### config.mk
export PLATFORM = sky130hd
export DESIGN_NAME = hazard_controller
export DESIGN_NICKNAME = d
export VERILOG_FILES = /design/src/rtl/hazard_controller.sv
export SDC_FILE = /design/constraint.sdc
export NUM_CORES = 1
export LEC_CHECK = 0
export BUFFER_PORTS_ARGS = -buffer_cell sky130_fd_sc_hd__buf_2
export CAP_MARGIN = 25
export CORE_AREA = 2 2 44 46
export DETAILED_ROUTE_END_ITERATION = 6
export DIE_AREA = 0 0 46 48
export MAX_ROUTING_LAYER = met4
export PLACE_DENSITY = 0.71
export SKIP_CTS_REPAIR_TIMING = 1
export SYNTH_ARGS = -nofsm -noshare
export SYNTH_HDL_FRONTEND = slang
export SYNTH_SLANG_ARGS = --single-unit
### constraint.sdc
create_clock -name clk -period 1.95 [get_ports clk]
set_clock_uncertainty 0.1 [all_clocks]
set_input_delay 0 -clock clk [delete_from_list [all_inputs] [get_ports clk]]
set_output_delay 0 -clock clk [all_outputs]
set_load 0.02 [all_outputs]
### src/rtl/hazard_controller.sv
// -----------------------------------------------------------------------------
// hazard_controller
//
// Pipeline hazard sequencer for the 5-stage MIPS core, placed in ID/EX beside
// the forwarding unit. It handles the hazards forwarding cannot resolve:
//   - load-use:       one stall cycle, with a bubble injected into ID/EX
//   - taken branch:   flush IF/ID and bubble ID/EX (branch resolved in EX)
//   - mul/div in EX:  freeze IF/ID/EX for MD_CYCLES cycles, bubbles into MEM
//
// All control outputs are combinational from the FSM state and the inputs,
// so every response takes effect in the same cycle as its cause.
//
// Parameters:
//   MD_CYCLES  total frozen cycles for a mul/div op (1..255)
//   CNT_W      width of the mul/div countdown (must hold MD_CYCLES-1)
//
// Ports:
//   clk, rst_n                 clock, asynchronous active-low reset
//   Rs_ID, Rt_ID               source register fields of the ID instruction
//   RsUsed_ID, RtUsed_ID       ID instruction actually reads Rs / Rt
//   Rt_EX                      destination of the EX instruction
//   MemRead_EX                 EX instruction is a load
//   BranchTaken_EX             branch in EX resolved taken
//   MdStart_EX                 EX instruction is mul/div (held while in EX)
//   PCWrite, IFIDWrite,
//   IDEXWrite                  pipeline register write enables
//   IFIDFlush                  zero IF/ID contents
//   IDEXBubble, EXMEMBubble    zero ID/EX, EX/MEM control signals
//   MdBusy                     high while in MD_WAIT
//   MdDone                     one-cycle pulse on the last frozen cycle
//
// Optional build macro HAZ_PERF_CNT_EN adds saturating 16-bit counters
//   LuStallCnt, FlushCnt, MdStallCnt counting load-use stall, branch flush
//   and mul/div freeze cycles. Without the macro they do not exist.
// -----------------------------------------------------------------------------
module hazard_controller #(
    parameter int MD_CYCLES = 8,
    parameter int CNT_W     = 8
) (
    input  logic        clk,
    input  logic        rst_n,
    input  logic [4:0]  Rs_ID,
    input  logic [4:0]  Rt_ID,
    input  logic        RsUsed_ID,
    input  logic        RtUsed_ID,
    input  logic [4:0]  Rt_EX,
    input  logic        MemRead_EX,
    input  logic        BranchTaken_EX,
    input  logic        MdStart_EX,
    output logic        PCWrite,
    output logic        IFIDWrite,
    output logic        IDEXWrite,
    output logic        IFIDFlush,
    output logic        IDEXBubble,
    output logic        EXMEMBubble,
    output logic        MdBusy,
    output logic        MdDone
`ifdef HAZ_PERF_CNT_EN
    ,
    output logic [15:0] LuStallCnt,
    output logic [15:0] FlushCnt,
    output logic [15:0] MdStallCnt
`endif
);

    typedef enum logic {
        RUN     = 1'b0,
        MD_WAIT = 1'b1
    } state_t;

    // The start cycle is the first frozen cycle, so MD_WAIT covers the rest.
    localparam logic [CNT_W-1:0] MD_LOAD = CNT_W'(MD_CYCLES - 1);
    localparam logic [CNT_W-1:0] CNT_ONE = CNT_W'(1);
    localparam logic             MD_ONE  = (MD_CYCLES == 1);

    state_t           state, next_state;
    logic [CNT_W-1:0] cnt, cnt_next;
    logic             lu;

    // Load-use: $0 is hard-wired zero, so it can never carry a hazard.
    assign lu = MemRead_EX && (Rt_EX != 5'd0) &&
                ((RsUsed_ID && (Rs_ID == Rt_EX)) ||
                 (RtUsed_ID && (Rt_ID == Rt_EX)));

    // State register and countdown.
    // NOTE: sequential state uses non-blocking assignments so every flop
    // samples the pre-edge values regardless of statement order.
    always_ff @(posedge clk or negedge rst_n) begin
        if (!rst_n) begin
            state <= RUN;
            cnt   <= '0;
        end else begin
            state <= next_state;
            cnt   <= cnt_next;
        end
    end

    // Next-state logic.
    // NOTE: every variable gets a default first, so no path through the
    // case leaves it unassigned and no latch is inferred.
    always_comb begin
        next_state = state;
        cnt_next   = cnt;
        case (state)
            RUN: begin
                // A taken branch squashes the mul/div in EX, so it wins.
                if (!BranchTaken_EX && MdStart_EX) begin
                    cnt_next = MD_LOAD;
                    if (!MD_ONE) begin
                        next_state = MD_WAIT;
                    end
                end
            end
            MD_WAIT: begin
                if (cnt != '0) begin
                    cnt_next = cnt - CNT_ONE;
                end
                // Exit on the last count; a zero count can only come from a
                // corrupted state and is treated the same way.
                if (cnt <= CNT_ONE) begin
                    next_state = RUN;
                end
            end
            default: begin
                next_state = RUN;
                cnt_next   = '0;
            end
        endcase
    end

    // Output logic.
    always_comb begin
        PCWrite     = 1'b1;
        IFIDWrite   = 1'b1;
        IDEXWrite   = 1'b1;
        IFIDFlush   = 1'b0;
        IDEXBubble  = 1'b0;
        EXMEMBubble = 1'b0;
        MdBusy      = 1'b0;
        MdDone      = 1'b0;
        case (state)
            RUN: begin
                if (BranchTaken_EX) begin
                    IFIDFlush  = 1'b1;
                    IDEXBubble = 1'b1;
                end else if (MdStart_EX) begin
                    PCWrite     = 1'b0;
                    IFIDWrite   = 1'b0;
                    IDEXWrite   = 1'b0;
                    EXMEMBubble = 1'b1;
                    MdDone      = MD_ONE;
                end else if (lu) begin
                    // Single stall: the bubble clears MemRead_EX next cycle.
                    PCWrite    = 1'b0;
                    IFIDWrite  = 1'b0;
                    IDEXBubble = 1'b1;
                end
            end
            MD_WAIT: begin
                PCWrite     = 1'b0;
                IFIDWrite   = 1'b0;
                IDEXWrite   = 1'b0;
                EXMEMBubble = 1'b1;
                MdBusy      = 1'b1;
                MdDone      = (cnt <= CNT_ONE);
            end
            default: begin
            end
        endcase
    end

`ifdef HAZ_PERF_CNT_EN
    // Activity is decoded from the outputs: a flush is the only case that
    // raises IFIDFlush, EXMEMBubble is raised only by a mul/div freeze, and
    // IDEXBubble without a flush is a load-use stall.
    logic lu_stall_act, flush_act, md_freeze_act;

    assign flush_act     = IFIDFlush;
    assign md_freeze_act = EXMEMBubble;
    assign lu_stall_act  = IDEXBubble && !IFIDFlush;

    always_ff @(posedge clk or negedge rst_n) begin
        if (!rst_n) begin
            LuStallCnt <= '0;
            FlushCnt   <= '0;
            MdStallCnt <= '0;
        end else begin
            if (lu_stall_act && (LuStallCnt != 16'hFFFF)) begin
                LuStallCnt <= LuStallCnt + 16'd1;
            end
            if (flush_act && (FlushCnt != 16'hFFFF)) begin
                FlushCnt <= FlushCnt + 16'd1;
            end
            if (md_freeze_act && (MdStallCnt != 16'hFFFF)) begin
                MdStallCnt <= MdStallCnt + 16'd1;
            end
        end
    end
`endif

endmodule

==> flow_metrics.env, run 1 <==
export IMPL_avgSynthCellArea_um2=8.81
export IMPL_setup_violations=0
export IMPL_post_route_util=0.555
export IMPL_dieArea_mm2=0.00221
export IMPL_syn_area_um2=678
export IMPL_antenna_left=0
export IMPL_finalCriticalPeriod_ns=1.94
export IMPL_fin_nets=138
export IMPL_numCtsBuffers=3
export IMPL_first_iter_violations=15
export IMPL_antenna_found_initial=0
export IMPL_status="completed"
export IMPL_dp_slack_ns=0.0183
export IMPL_h_tree_depth=1
export IMPL_r2r_start="cnt[1]"
export IMPL_synth_warnings=0
export IMPL_drive_gt1_frac=0.425
export IMPL_worstPathMaxFanout=4
export IMPL_end_kind="flop"
export IMPL_finalPower_uw=1130
export IMPL_synth_flop_cell="dfrtp_1"
export IMPL_grt_overflow=0
export IMPL_crit_required_ns=2.02
export IMPL_tightest_slew_ns=0.459
export IMPL_top_usage_layer="met2"
export IMPL_grt_pass1_vias=616
export IMPL_power_density_mw_per_mm2=1200
export IMPL_cts_tree="done"
export IMPL_grt_use_met2=0.244
export IMPL_routedWlPerCell_um=13.7
export IMPL_ys_seq_elements=9
export IMPL_path_clk_slew_ns=0.06
export IMPL_synth_top_area_cell="dfrtp_1"
export IMPL_core_mm2=0.00169
export IMPL_async_reset_ff_frac=1.00
export IMPL_cellLeakagePower_uw=0.000451
export IMPL_hold_path_class="input pin to asynchronous set/reset pin"
export IMPL_gp_congestion=0.861
export IMPL_slew_headroom=0.694
export IMPL_io_buffers=29
export IMPL_critPathLaunchType="flop"
export IMPL_yosysMostFrequentCell="dfrtp_1"
export IMPL_cp_endpoint="cnt[3]"
export IMPL_syn_nets=101
export IMPL_synth_area_top_cells="dfrtp_1 33%, xor2_1 10%, o21ai_0 5.9%, a21oi_1 3.7%, ha_1 3.7%"
export IMPL_synth_top_area_frac=0.332
export IMPL_synthCells=77
export IMPL_rows=15
export IMPL_grt_pass1_wl_um=2390
export IMPL_setup_ws_ns=0.0127
export IMPL_crit_arrival_ns=2.01
export IMPL_ys_types=31
export IMPL_routed_wirelength_um=1780
export IMPL_drcViolationCount=0
export IMPL_intPower_uw=638
export IMPL_cap_violations=0
export IMPL_reg2reg_depth=7
export IMPL_p_switching_uw=489
export IMPL_r2r_end="cnt[3]"
export IMPL_ctsRootBufferMaster="clkbuf_4"
export IMPL_synthTopCellsByCount="9 x dfrtp_1, 8 x o21ai_0, 8 x xor2_1"
export IMPL_min_period_over_period=0.993
export IMPL_synth_edf_count=0
export IMPL_fmax_ghz=0.516
export IMPL_area_growth_syn_to_layout_pct=38.2
export IMPL_ir_drop_v=0.000681
export IMPL_drtPass1Iterations=4
export IMPL_die_w_um=46
export IMPL_start_util=0.401
export IMPL_hold_viol=0
export IMPL_insertion_delay_ns=0.26
export IMPL_cts_sinks=9
export IMPL_die_y_um=48
export IMPL_slew_viol_final=0
export IMPL_cp_startpoint="cnt[1]"
export IMPL_clkPwrFrac=0.127
export IMPL_hold_slack_ns=0.0273
export IMPL_critPathKind="flop to flop"
export IMPL_p_comb_frac=0.561
export IMPL_ys_seq_area_frac=0.332
export IMPL_antenna_cells=0
export IMPL_sequentialPowerShare=0.312
export IMPL_grt_use_met3=0.0528
export IMPL_grtUsageMet1=0.191
export IMPL_via_count=721
export IMPL_ios=30
export IMPL_viasPerCell=5.55
export IMPL_grt_max_degree=10
export IMPL_grtUsageTotal=0.161
export IMPL_hpwlAfterDp_um=1370
export IMPL_fin_setup_tns_ns=0
export IMPL_rsz0062_at_grt="yes"
export IMPL_swShare=0.434
export IMPL_clockBufferDepth=2
export IMPL_r2r_setup_slack_ns=0.01
## sequential cells by signal, indices dropped and copies added, names as in the netlist
register  flops
cnt           8
state         1
## how the worst min path moves through the flow
stage	from	to	slack [ns]	depth (start not counted)
2_1_floorplan	rst_n	cnt[0]	-0.40	0
3_3_place_gp	rst_n	cnt[4]	-0.24	1
3_5_place_dp	rst_n	cnt[4]	-0.23	1
4_1_cts	rst_n	state	-0.52	1
5_1_grt	rst_n	state	0.04	2
6_report	rst_n	state	0.03	2
## critical path: stages, from the launching register on
cell	delay, ns
dfrtp_1	0.39
inv_2	0.06
ha_2	0.17
or3b_4	0.24
nor4_2	0.04
buf_4	0.15
or4_1	0.49
a21oi_1	0.21
## kinds of logic (layout without fill, tap and decap cells)
group                      count (synthesis)  count (layout)  share of synthesized area
and+or+nand+nor                           27              27                      0.247
AOI/OAI and AO/OA                         22              22                      0.210
xor gates and xnor gates                  10              10                      0.129
DFF                                        9               9                      0.332
buffers and inverters                      7              43                     0.0443
adders and majority gates                  2               2                     0.0369
## cells in the final DEF, fill, tap and decap left out, drive strengths merged, types with 3 or more instances in the layout
cell type / n
buf: 33
dfrtp: 9
xor2: 8
o21ai: 8
nor2: 5
a21oi: 5
inv: 5
or2: 4
clkbuf: 4
or4: 3
nor4: 3
nor3: 3
## metrics by stage
stage / cell area [µm²] / instances
after floorplan: 684 / 77
after global placement: 870 / 125
after detailed placement: 870 / 125
after CTS: 896 / 129
after global routing: 937 / 130
final: 937 / 130
## area by class of cell
cell class              count  area [µm²]
inverters                   5        18.8
well taps                  17        21.3
repair buffers             34         185
fillers                   153         752
multi-input cells          61         460
clock buffers               4        26.3
flip-flops and latches      9         225
## metal layers
metal  part of all wire  vias to the layer above
li1                   -                      352
met1               0.42                      343
met2               0.51                       20
met3              0.047                        6
met4              0.015                        0
met5                  0                        -
## power by group through the flow
stage	clock network (µW)	logic, µW	registers [µW]
2_1_floorplan	0	372	341
3_3_place_gp	0	542	333
3_5_place_dp	0	561	340
4_1_cts	150	571	336
5_1_grt	160	701	360
6_report	143	632	352
(Power assumes the default switching activity.)
==> run 2: changes to the inputs <==
==> constraint.sdc (replaced) <==
create_clock -name clk -period 1.95 [get_ports clk]
set_clock_uncertainty 0.1 [all_clocks]
set_input_delay 0.2925 -clock clk [delete_from_list [all_inputs] [get_ports clk]]
set_output_delay 0.2925 -clock clk [all_outputs]
set_load 0.02 [all_outputs]
==> run 2 against run 1 <==
Compared with the run above:
- the flow now finishes with violations (negative setup slack)
- power rose by 16%
- non-clock buffer count up 6
- die area unchanged
- fmax down 2.6%
- cell count is 4.6% higher
- sequential power barely moved
- via count rose by 2.1%
- sequential share of layout area down 2.9 points
- sequential cell count unchanged
- critical endpoint is now MdDone
==> flow_metrics.env, run 2 (same netlist as run 1, synthesis figures left out) <==
export IMPL_status="complete, but fails checks"
export IMPL_violations="negative setup slack"
export IMPL_crit_arrival_ns=1.60
export IMPL_cts_sinks=9
export IMPL_multi_input_area_um2=510
export IMPL_grt_overflow=0
export IMPL_post_route_util=0.636
export IMPL_cts_tree="done"
export IMPL_die_y_um=48
export IMPL_drcViolationCount=0
export IMPL_setup_ws_ns=-0.0399
export IMPL_setup_violations=2
export IMPL_critPathLaunchType="flop"
export IMPL_gp_congestion=0.793
export IMPL_crit_required_ns=1.56
export IMPL_h_tree_depth=1
export IMPL_antenna_cells=0
export IMPL_nFillCells=138
export IMPL_ios=30
export IMPL_routed_wirelength_um=2150
export IMPL_power_density_mw_per_mm2=1220
export IMPL_top_regs="cnt x8, state x1"
export IMPL_drive_gt1_frac=0.521
export IMPL_worstPathMaxFanout=3
export IMPL_crit_path_max_incr_delay_ns=0.40
export IMPL_dieArea_mm2=0.00221
export IMPL_drtPass1Iterations=4
export IMPL_tightest_slew_ns=0.556
export IMPL_routedWlPerCell_um=15.8
export IMPL_grtUsageTotal=0.186
export IMPL_clockBufferDepth=2
export IMPL_io_buffers=29
export IMPL_rsz0062_at_grt="yes"
export IMPL_ir_drop_v=0.000650
export IMPL_min_period_over_period=1.02
export IMPL_fmax_ghz=0.503
export IMPL_end_kind="primary output"
export IMPL_antenna_found_initial=0
export IMPL_cp_cell_sequence="or2_4 -> nor3_4 -> nor4b_4 -> buf_4"
export IMPL_slew_viol_final=0
export IMPL_cp_slowest_cell="dfrtp_1"
export IMPL_hold_path_class="input pin to asynchronous set/reset pin"
export IMPL_grt_pass1_wl_um=2830
export IMPL_largest_register_ffs=8
export IMPL_mostFrequentLayoutCells="22 x buf_2, 11 x buf_4, 8 x dfrtp_1"
export IMPL_grt_pass1_vias=630
export IMPL_critPathKind="flop to primary output"
export IMPL_antenna_left=0
export IMPL_viasPerCell=5.41
export IMPL_numCtsBuffers=3
export IMPL_fin_area_mm2=0.00107
export IMPL_fin_nets=144
export IMPL_path_clk_slew_ns=0.07
export IMPL_finalCriticalPeriod_ns=1.99
export IMPL_placed_area_um2=877
export IMPL_ff_latch_area_um2=226
export IMPL_slew_headroom=0.628
export IMPL_hold_viol=0
export IMPL_area_growth_syn_to_layout_pct=58.3
export IMPL_start_util=0.401
export IMPL_die_w_um=46
export IMPL_core_mm2=0.00169
export IMPL_insertion_delay_ns=0.26
export IMPL_rows=15
export IMPL_cellLeakagePower_uw=0.000496
export IMPL_layout_commonest_cell="buf_2"
export IMPL_first_iter_violations=21
export IMPL_cap_violations=0
export IMPL_via_count=736
export IMPL_ctsRootBufferMaster="clkbuf_4"
export IMPL_hpwlAfterDp_um=1380
export IMPL_regMostFlops="cnt"
export IMPL_grt_max_degree=10
## run 2: path summary, 6_finish.rpt
path,startpoint,end,slack [ns],depth (start not counted)
max,cnt[6],MdDone,-0.04,4
min,rst_n,state,0.33,2
max reg2reg,cnt[1],cnt[6],-0.01,6
min reg2reg,cnt[7],cnt[7],0.46,2
max in group asynchronous,rst_n,state,1.22,2
min in group clk,cnt[7],cnt[7],0.46,2
## run 2: power breakdown
part | total, µW | switching [µW] | leakage, µW | internal [µW]
sequential | 349 | 77.9 | 0.000108 | 271
combinational | 815 | 408 | 0.000373 | 407
clock | 147 | 67.8 | 0.0000150 | 78.8
## run 2: through the flow
step	cells	hold slack, ns	power (µW)	TNS, ns	setup WS, ns
after floorplan	77	-0.103	714	0	0.0462
final	136	0.329	1310	-0.0508	-0.0399
after global routing	136	0.345	1420	-0.234	-0.0710
after CTS	130	-0.223	1070	-0.174	-0.118
after detailed placement	126	0.0550	917	-0.0262	-0.0144
after global placement	126	0.0499	894	0	0.0623
## run 2: worst max-delay path, delay by kind of cell (launching register included)
| family | cells | cell delay, ns |
|---|---|---|
| and+or+nand+nor | 3 | 0.74 |
| DFF | 1 | 0.40 |
| buffers and inverters | 1 | 0.20 |
## run 2: layout make-up
type / instances / share of cell area
clock buffers: 4 / 0.0245
well taps: 17 / 0.0198
repair buffers: 40 / 0.252
inverters: 5 / 0.0175
flip-flops and latches: 9 / 0.211
multi-input cells: 61 / 0.476
## run 2: metal layers
layer / global-route usage / wire length, µm / part of all wire / vias to the layer above
li1: - / - / - / 362
met4: 0.0686 / 31 / 0.014 / 0
met2: 0.269 / 1130 / 0.53 / 20
met3: 0.0377 / 81 / 0.038 / 4
met5: - / 0 / 0 / -
met1: 0.253 / 902 / 0.42 / 350
==> run 3: changes to the inputs <==
Settings changed: PLACE_DENSITY 0.71 to 0.72, TNS_END_PERCENT set to 100.
==> run 3 against run 2 <==
Compared with the run above:
- the run now ends clean
- largest cell class unchanged
- core utilization down 3.0 points
- count of clock-buffer cells in the layout stayed put
- via count fell by 3.8%
- clock power about the same
==> flow_metrics.env, run 3 (same netlist as run 1, synthesis figures left out) <==
export IMPL_finalPower_uw=1190
export IMPL_drcViolationCount=0
export IMPL_rows=15
export IMPL_placed_area_um2=877
export IMPL_largest_register_ffs=8
export IMPL_routedWlPerCell_um=13.2
export IMPL_power_density_mw_per_mm2=1160
export IMPL_drive_gt1_frac=0.478
export IMPL_path_clk_slew_ns=0.06
export IMPL_crit_required_ns=1.56
export IMPL_antenna_left=0
export IMPL_layout_commonest_cell="buf_2"
export IMPL_core_mm2=0.00169
export IMPL_ctsRootBufferMaster="clkbuf_4"
export IMPL_cp_startpoint="cnt[6]"
export IMPL_rsz0062_at_grt="yes"
export IMPL_regMostFlops="cnt"
export IMPL_finalCriticalPeriod_ns=1.90
export IMPL_critPathKind="flop to primary output"
export IMPL_setup_violations=0
export IMPL_insertion_delay_ns=0.27
export IMPL_critPathLaunchType="flop"
export IMPL_hold_path_class="input pin to asynchronous set/reset pin"
export IMPL_h_tree_depth=1
export IMPL_grt_pass1_vias=594
export IMPL_die_w_um=46
export IMPL_ir_drop_v=0.000573
export IMPL_hpwlAfterDp_um=1360
export IMPL_fmax_ghz=0.525
export IMPL_status="completed"
export IMPL_drtPass1Iterations=4
export IMPL_grt_overflow=0
export IMPL_nFillCells=139
export IMPL_cap_violations=0
export IMPL_top_regs="cnt x8, state x1"
export IMPL_slew_headroom=0.691
export IMPL_r2r_start="cnt[1]"
export IMPL_end_kind="primary output"
export IMPL_numCtsBuffers=3
export IMPL_grt_pass1_wl_um=2370
export IMPL_antenna_found_initial=0
export IMPL_area_growth_syn_to_layout_pct=50.9
export IMPL_die_y_um=48
export IMPL_grt_max_degree=10
export IMPL_first_iter_violations=8
export IMPL_fin_nets=140
export IMPL_start_util=0.401
export IMPL_antenna_cells=0
export IMPL_viasPerCell=5.36
export IMPL_cts_sinks=9
export IMPL_routed_wirelength_um=1740
export IMPL_cellLeakagePower_uw=0.000473
export IMPL_via_count=708
export IMPL_fin_area_mm2=0.00102
export IMPL_dieArea_mm2=0.00221
export IMPL_grtUsageTotal=0.156
export IMPL_min_period_over_period=0.977
export IMPL_crit_arrival_ns=1.51
export IMPL_gp_congestion=0.799
export IMPL_multi_input_area_um2=490
export IMPL_ff_latch_area_um2=226
export IMPL_worstPathMaxFanout=4
export IMPL_cts_tree="done"
export IMPL_tightest_slew_ns=0.463
export IMPL_hold_viol=0
export IMPL_io_buffers=29
export IMPL_ios=30
export IMPL_clockBufferDepth=2
export IMPL_slew_viol_final=0
export IMPL_mostFrequentLayoutCells="22 x buf_2, 8 x dfrtp_1, 7 x buf_4"
==> run 3: changes by cell type in the layout (fill, tap and decap cells not counted) <==
| cell | change |
|---|---|
| a21oi_1 | +1 |
| a21oi_2 | -1 |
| buf_4 | -4 |
| ha_1 | +1 |
| ha_4 | -1 |
| o21ai_0 | -1 |
| o21ai_1 | +1 |
| or4_1 | +1 |
| or4_4 | -1 |
==> run 3: worst max-delay path: stages, from the launching register on <==
cell	delay, ns
dfrtp_1	0.40
or2_4	0.26
nor3_4	0.17
nor4b_4	0.23
buf_4	0.18
==> run 3: layout make-up <==
type | count | area share
multi-input cells | 61 | 0.479
repair buffers | 36 | 0.235
flip-flops and latches | 9 | 0.221
clock buffers | 4 | 0.0257
well taps | 17 | 0.0208
inverters | 5 | 0.0183
==> run 3: where the power goes <==
group | switching [µW] | internal [µW] | leakage (µW)
sequential | 77.6 | 271 | 0.000108
combinational | 349 | 345 | 0.000350
clock | 66.3 | 78.9 | 0.0000150
total | 493 | 695 | 0.000473
==> run 3: path summary, 6_finish.rpt <==
path | slack [ns] | to | cells past startpoint
worst max register to register | 0.06 | cnt[6] | 6
worst min register to register | 0.46 | cnt[7] | 2
min in group clk | 0.46 | cnt[7] | 2
worst min-delay path | 0.30 | cnt[6] | 2
worst max-delay path | 0.05 | MdDone | 4
max in group asynchronous | 1.26 | state | 2
==> run 3: routing by layer <==
metal / GRT usage / routed length, µm / up-vias / share of wire
met4: 0.0514 / 24 / 0 / 0.014
met3: 0.0453 / 64 / 5 / 0.037
met5: - / 0 / - / 0
li1: - / - / 360 / -
met2: 0.242 / 882 / 15 / 0.51
met1: 0.195 / 772 / 328 / 0.44
==> run 3: stage by stage <==
step                utilization  setup slack [ns]  hold WS (ns)  std cells  setup TNS, ns
finish                    0.606            0.0456         0.300        132              0
CTS                       0.535            -0.132        -0.236        130         -0.132
floorplan                     -            0.0462        -0.103         77              0
detailed placement        0.519            0.0245        0.0522        126              0
global route              0.606           -0.0337         0.315        132        -0.0941
global placement          0.519            0.0613        0.0492        126              0
